**config.mk**
```make
export PLATFORM = sky130hd
export DESIGN_NAME = cachel1_ctrl_nway
export DESIGN_NICKNAME = d
export VERILOG_FILES = /design/src/rtl/cachel1_ctrl_nway.sv
export SDC_FILE = /design/constraint.sdc
export NUM_CORES = 1
export LEC_CHECK = 0
export CORE_UTILIZATION = 25
export CTS_BUF_LIST = sky130_fd_sc_hd__clkbuf_4
export DETAILED_ROUTE_END_ITERATION = 10
export MAX_ROUTING_LAYER = met4
export PLACE_DENSITY = 0.57
export SLEW_MARGIN = 20
export SYNTH_ARGS = -nofsm -noshare
export SYNTH_HDL_FRONTEND = slang
export SYNTH_SLANG_ARGS = --single-unit
```
**constraint.sdc**
```tcl
create_clock -name plusclk -period 1.9 [get_ports plusclk]
set_clock_uncertainty 0.05 [all_clocks]
set_input_delay 0.38 -clock plusclk [delete_from_list [all_inputs] [get_ports plusclk]]
set_output_delay 0.38 -clock plusclk [all_outputs]
set_load 0.02 [all_outputs]
```
**src/rtl/cachel1_ctrl_nway.sv**
```systemverilog
`default_nettype none
// ============================================================================
// Module   : cachel1_ctrl_nway
// Brief    : N-way L1 cache controller (upgrade / write-back / miss fill)
// Revision : 1.0
// ============================================================================
module cachel1_ctrl_nway #(
  parameter int WAYS           = 4,
  parameter int WAY_W          = $clog2(WAYS),
  parameter int CYCLE_NUM_ADDR = 2,
  parameter int CYCLE_NUM_DATA = 2,
  parameter int TIMEOUT        = 16
) (
  input  logic                plusclk,
  input  logic                rst,
  input  logic                req_valid,
  input  logic                op,
  input  logic                hit,
  input  logic [WAY_W-1:0]    sel_way,
  input  logic [2*WAYS-1:0]   flag,
  input  logic                bus_get,
  input  logic                get_reply,
  output logic                bus_req,
  output logic                bus_req_op,
  output logic [3:0]          bus_req_clc,
  output logic                halt,
  output logic                tran_buf_input_sel,
  output logic [WAYS-1:0]     we_flag_vector,
  output logic [WAYS-1:0]     we_addr_vector,
  output logic [2*WAYS-1:0]   new_flag_vector,
  output logic                wb_active,
  output logic                timeout_pulse,
  output logic [2:0]          st
);

  localparam logic [2:0] c_idle    = 3'd0;
  localparam logic [2:0] c_wb_req  = 3'd1;
  localparam logic [2:0] c_wb_xfer = 3'd2;
  localparam logic [2:0] c_rd_req  = 3'd3;
  localparam logic [2:0] c_rd_addr = 3'd4;
  localparam logic [2:0] c_rd_wait = 3'd5;
  localparam logic [2:0] c_upd     = 3'd6;

  localparam logic [3:0] c_clc_addr  = 4'(CYCLE_NUM_ADDR);
  localparam logic [3:0] c_clc_data  = 4'(CYCLE_NUM_DATA);
  localparam logic [3:0] c_addr_last = 4'(CYCLE_NUM_ADDR - 1);
  localparam logic [3:0] c_data_last = 4'(CYCLE_NUM_DATA - 1);
  localparam logic [7:0] c_tmo_last  = 8'(TIMEOUT - 1);

  logic [2:0]       r_st;
  logic [2:0]       w_st_nxt;
  logic [3:0]       r_phase;
  logic [7:0]       r_tmo;
  logic             r_tmo_pulse;
  logic             r_op;
  logic             r_miss;
  logic [WAY_W-1:0] r_way;
  logic [1:0]       w_f;
  logic             w_miss;
  logic             w_need;
  logic [2:0]       w_idle_tgt;
  logic             w_tmo_fire;
  logic [WAYS-1:0]  w_way_oh;
  logic [1:0]       w_new_flag;

  // Request decode on the live inputs; only consulted in IDLE.
  always_comb begin
    w_f = 2'd0;
    for (int i = 0; i < WAYS; i++) begin
      if (sel_way == WAY_W'(i)) w_f = flag[2*i +: 2];
    end
    w_miss     = !hit || (w_f == 2'd0);
    w_need     = 1'b0;
    w_idle_tgt = c_idle;
    if (w_miss) begin
      w_need     = 1'b1;
      w_idle_tgt = (w_f == 2'd3) ? c_wb_req : c_rd_req;
    end else if (op) begin
      if (w_f == 2'd2) begin
        w_need     = 1'b1;
        w_idle_tgt = c_upd;
      end else if (w_f == 2'd1) begin
        w_need     = 1'b1;
        w_idle_tgt = c_wb_req;
      end
    end
  end

  always_ff @(posedge plusclk or negedge rst) begin
    if (!rst) r_st <= c_idle;
    else      r_st <= w_st_nxt;
  end

  always_comb begin
    w_st_nxt   = r_st;
    w_tmo_fire = 1'b0;
    case (r_st)
      c_idle:    if (req_valid && w_need) w_st_nxt = w_idle_tgt;
      c_wb_req:  if (bus_get) w_st_nxt = c_wb_xfer;
      c_wb_xfer: if (r_phase == c_data_last) w_st_nxt = r_miss ? c_rd_req : c_upd;
      c_rd_req:  if (bus_get) w_st_nxt = c_rd_addr;
      c_rd_addr: if (r_phase == c_addr_last) w_st_nxt = c_rd_wait;
      c_rd_wait: begin
        // A reply arriving on the last timeout cycle still completes the fill.
        if (get_reply) begin
          w_st_nxt = c_upd;
        end else if (r_tmo == c_tmo_last) begin
          w_st_nxt   = c_rd_req;
          w_tmo_fire = 1'b1;
        end
      end
      c_upd:     w_st_nxt = c_idle;
      default:   w_st_nxt = c_idle;
    endcase
  end

  always_ff @(posedge plusclk or negedge rst) begin
    if (!rst) begin
      r_phase     <= 4'd0;
      r_tmo       <= 8'd0;
      r_tmo_pulse <= 1'b0;
      r_op        <= 1'b0;
      r_miss      <= 1'b0;
      r_way       <= '0;
    end else begin
      r_tmo_pulse <= w_tmo_fire;
      if (w_st_nxt != r_st) begin
        r_phase <= 4'd0;
        r_tmo   <= 8'd0;
      end else begin
        if (r_phase != 4'hF) r_phase <= r_phase + 4'd1;
        if (r_tmo != 8'hFF)  r_tmo   <= r_tmo + 8'd1;
      end
      if (r_st == c_idle && req_valid) begin
        r_op   <= op;
        r_miss <= w_miss;
        r_way  <= sel_way;
      end
    end
  end

  assign w_way_oh   = {{(WAYS-1){1'b0}}, 1'b1} << r_way;
  assign w_new_flag = (r_miss && !r_op) ? 2'd1 : 2'd3;

  always_comb begin
    bus_req            = (r_st == c_wb_req) || (r_st == c_rd_req);
    bus_req_op         = (r_st == c_wb_req);
    bus_req_clc        = (r_st == c_wb_req) ? c_clc_data :
                         (r_st == c_rd_req) ? c_clc_addr : 4'd0;
    tran_buf_input_sel = (r_st == c_wb_req) || (r_st == c_wb_xfer);
    wb_active          = (r_st == c_wb_xfer);
    we_flag_vector     = (r_st == c_upd) ? w_way_oh : '0;
    we_addr_vector     = (r_st == c_upd && r_miss) ? w_way_oh : '0;
    new_flag_vector    = (r_st == c_upd) ? {WAYS{w_new_flag}} : '0;
    timeout_pulse      = r_tmo_pulse;
    st                 = r_st;
    // Gated by rst so the IDLE look-ahead stays quiet while in reset.
    halt               = rst && ((r_st != c_idle) || (req_valid && w_need));
  end

endmodule
`default_nettype wire
```
After elaboration in Yosys (flattened, before gate mapping) --
Index checks and enable logic that the tools add are counted.
Storage, ports and cells: input port bits 17, bits in registers 20, output and inout port bits 29, word-level logic and storage cells 79
Cells by class: shifts and indexed selects 1, eq/ne operators 17, reduce and logical (&&, ||, !) cells 17, muxes and demuxes 35, add/sub/neg operators 2
Operators with widths (number):
- $mux W3 | 11
- $mux W8 | 3
- $pmux W3 S6 | 1
- $mux W2 | 8
- $mux W4 | 4
- $eq A3 B3 Y1 const B | 3
- $add A8 B1 Y8 const B | 1
- $eq A2 B2 Y1 const B | 4
- $eq A8 B4 Y1 const B | 1
- $mux W1 | 8
- $ne A8 B8 Y1 const B | 1
- $eq A3 B2 Y1 const B | 2
- $logic_and A1 B1 Y1 | 5
- $add A4 B1 Y4 const B | 1
- $eq A2 B1 Y1 const B | 2
- $eq A4 B1 Y1 const B | 1
- $logic_not A2 Y1 | 2
- $logic_or A1 B1 Y1 | 4
- $ne A4 B4 Y1 const B | 1
- $reduce_bool A2 Y1 | 2
- $shl A1 B2 Y4 const A | 1
- $eq A3 B1 Y1 const B | 1
- $logic_not A3 Y1 | 1
- $ne A3 B3 Y1 | 1
- 2 further kinds | 3

Depth between registers and ports, before layout --
depth in word-level cells 15, depth in mapped cells 8, gate-level depth less buffers 7

Least setup slack after synthesis --
Ideal clock, no wire load.
path type input-to-output, from in sel_way[0], to out halt, cell stages on the path 6, slack -556 ps, data required time 1470 ps, buffers on the path 0, data arrival time 2026 ps, cells stage by stage mux4_2 -> inv_1 -> ha_1 -> nor2b_1 -> o21ai_0 -> a21boi_0
Between the ends: cells in the longest elaborated chain, start to end 13, elaborated cells on any way between the ends 19, classes of those cells eq/ne: 5; mux: 8; reduce/logical: 6
RTL lines:
- start: declaration | line 19 | input logic [WAY_W-1:0] sel_way,
- $logic_not A2 Y1 | line 70 | if (sel_way == WAY_W'(i)) w_f = flag[2*i +: 2];
- $mux W2 (3 in a row) | line 70
- $mux W2 * | line 70
- $eq A2 B1 Y1 | line 82 | end else if (w_f == 2'd1) begin
- $mux W1 | line 82
- $mux W1 | line 79 | if (w_f == 2'd2) begin
- $mux W1 | line 78 | end else if (op) begin
- $mux W1 * | line 75 | if (w_miss) begin
- $logic_and A1 B1 Y1 * | line 158 | halt = rst && ((r_st != c_idle) || (req_valid && w_need));
- $logic_or A1 B1 Y1 * | line 158
- $logic_and A1 B1 Y1 * | line 158
- end: declaration | line 26 | output logic halt,
Mark *: on every way between the ends. The rest lies on a longest branch, timed or not.

Worst setup path in the final report --
Same ends and word-level chain as after synthesis.

==> impl_metrics.yaml <==
floorplanning:
  ios: 46
  start_util_pct: 26.5
  rows: 28
  fp.dieH_microns: 82.2
  dieArea_sq_um: 6760
  die_w_microns: 82.2
  core_area_sq_um: 6060
sta:
  rsz0062_at_grt: "true"
  setup_viol: 14
  maxSlewViolCount: 0
  hold_ws_ns: 0.261
  hold_viol: 0
  period_share_pct: 114
  fin_crit_ns: 2.17
  fin_tns_setup_ns: -1.45
  slew_headroom_pct: 64.4
  worst_pin_slew_ns: 0.532
  worst_slack_ns: -0.267
  max_freq_mhz: 461
yosys:
  synth_xor_area_share_pct: 1.09
  synth_seq_cells: 20
  async_reset_ff_share_pct: 100
  synth_top_area_share_pct: 31.1
  synth_top_cell_by_area: "dfrtp_1"
  synth_compound_area_share_pct: 13.9
  syn_area_sq_um: 1610
  synth_fa_ha_area_share_pct: 5.44
  yosys_warnings: 0
  ys_seq_area_share_pct: 31.1
  synth_edf_count: 0
  yosys-top-cells-area: "dfrtp_1, buf_4, ha_1"
  ys_types: 49
  synthMuxAreaShare_pct: 6.84
  synth_ff_type: "dfrtp_1"
  synth_top_family_by_area: "simple AND/OR/NAND/NOR gates"
  syn_inst: 164
  synthSimpleGateAreaFrac_pct: 30.4
  syn_avg_cell_area_sq_um: 9.81
worst_setup_path:
  end_kind: "output port"
  critical_path_arrival_ns: 1.74
  startpoint_type: "input port"
  reg2reg_depth: 7
  path_class: "in -> out"
  critPathMaxFanout: 3
  worstPathRequired_ns: 1.47
  regToRegSetupSlack_ns: -0.04
routing:
  routedWlPerCell_microns: 13.6
  firstDrtPassIters: 4
  totalWireLength_microns: 4190
  vias: 1449
  drt_iter0_markers: 78
  antenna_left: 0
  drcViolationCount: 0
  viasPerCell: 4.70
clocking:
  clk_path_buf_depth: 2
  path_clk_slew_ns: 0.13
  cts_sinks: 20
  cts_tree: "done"
  htree_levels: 1
  clk_latency_ns: 0.31
  root_buffer: "clkbuf_4"
  numCtsBuffers: 3
finish:
  final_common_cell: "buf_4"
  fill_cells: 602
  instances_no_fill: 308
  nNetsFinal: 258
  layout-drive-gt1-share_pct: 51.9
  final_cell_mix: "buf_4, dfrtp_1, buf_2"
  n_antenna_cell: 0
  synthToLayoutAreaGrowth_pct: 54.9
  design_area_sq_um: 2490
place:
  gp_congestion: 0.801
  dp.cells: 299
  pre_cts_slack_ns: -1.28
  port_buffers: 42
  placed_area_sq_um: 2310
  dp.final_hpwl_microns: 3070
run_status:
  status: "complete, but fails checks"
  violations: "setup timing"
global_route:
  grt_pass1_vias: 1473
  grt_use_total_pct: 13.9
  grt_max_degree: 21
  grt_pass1_wl_microns: 6970
  overflow: 0
  antenna_found_initial: 0
hold_path:
  hold_path.class: "in -> reg"
  hold_depth: 2
power_and_ir_drop:
  powerDensity_nw_per_um2: 1240
  ir_drop_mv: 0.847
  power_leakage_nw: 1.14
flow_run:
  drv_cap: 0
## power breakdown
part           internal (W)  leakage (nW)  switching (W)
logic               0.00105         0.855       0.000958
registers          0.000557         0.260       0.000164
clock network      0.000213        0.0279       0.000146
total               0.00182          1.14        0.00127
## sequential cells by signal (all words and copies together) (netlist names)
name / flops
r_tmo: 8
r_phase: 4
st: 3
r_way: 2
r_miss: 1
r_op: 1
timeout_pulse: 1
## metrics by stage
stage / power [W] / utilization (%)
floorplan: 0.00180 / -
global placement: 0.00243 / 38.2
detailed placement: 0.00244 / 38.2
CTS: 0.00302 / 40.2
global route: 0.00332 / 41.1
finish: 0.00309 / 41.1
## final timing paths
kind | startpoint | to
setup / recovery | sel_way[0] | halt
hold / removal | sel_way[0] | r_way[0]
setup reg to reg | st[2] | r_phase[3]
hold reg to reg | r_op | r_op
max in group asynchronous | rst | r_tmo[0]
min in group asynchronous | rst | r_way[1]
## synth_stat cells (all sizes together) (2+ instances only)
master / count
mux2: 4
a21oi: 5
nor4b: 4
buf: 17
o21ai: 6
nor2b: 3
nand4: 3
o211ai: 9
nor3: 13
nor2: 10
ha: 7
a21o: 2
mux4: 2
nand3: 8
nor4bb: 2
inv: 9
nand2: 11
nand2b: 4
nand3b: 2
and3: 3
mux2i: 2
dfrtp: 20
## routing by layer
layer | GRT usage [%] | vias up | wire length (microns)
met5 | - | - | 0
met4 | 3.16 | 0 | 21
met3 | 1.65 | 2 | 82
met2 | 24.2 | 18 | 2140
met1 | 17.2 | 707 | 1950
li1 | - | 722 | -
## cell families after synthesis
kind of cell	Yosys count
other	1
adder cells (fa/ha/maj)	7
AND/OR/NAND/NOR	71
flip-flops	20
multiplexers	8
AO/OA/AOI/OAI	28
buffers and inverters	27
XOR/XNOR	2
## cell type report
type | instances | area [sq um] | area share, %
multi-input combinational | 119 | 1100 | 44.2
timing repair buffer | 81 | 707 | 28.4
sequential | 20 | 500 | 20.1
tap | 75 | 93.8 | 3.77
inverter | 9 | 36.3 | 1.46
clock inverter | 1 | 30.0 | 1.20
clock buffer | 3 | 22.5 | 0.904
## critical path, stage by stage
cell and delay (ns):
buf_8 0.08, mux4_2 0.51, inv_2 0.10, ha_4 0.21, nor2b_4 0.11, o21ai_2 0.07, a21boi_2 0.14, buf_6 0.13
## repair_timing
item                       CTS  global route
resized for setup          127            20
setup endpoints to repair   40            33
buffers inserted             2             2
cloned                       2             0
pin swaps                    8             5
hold buffers                 0             0
No activity file was read; power rests on OpenSTA's default activity.
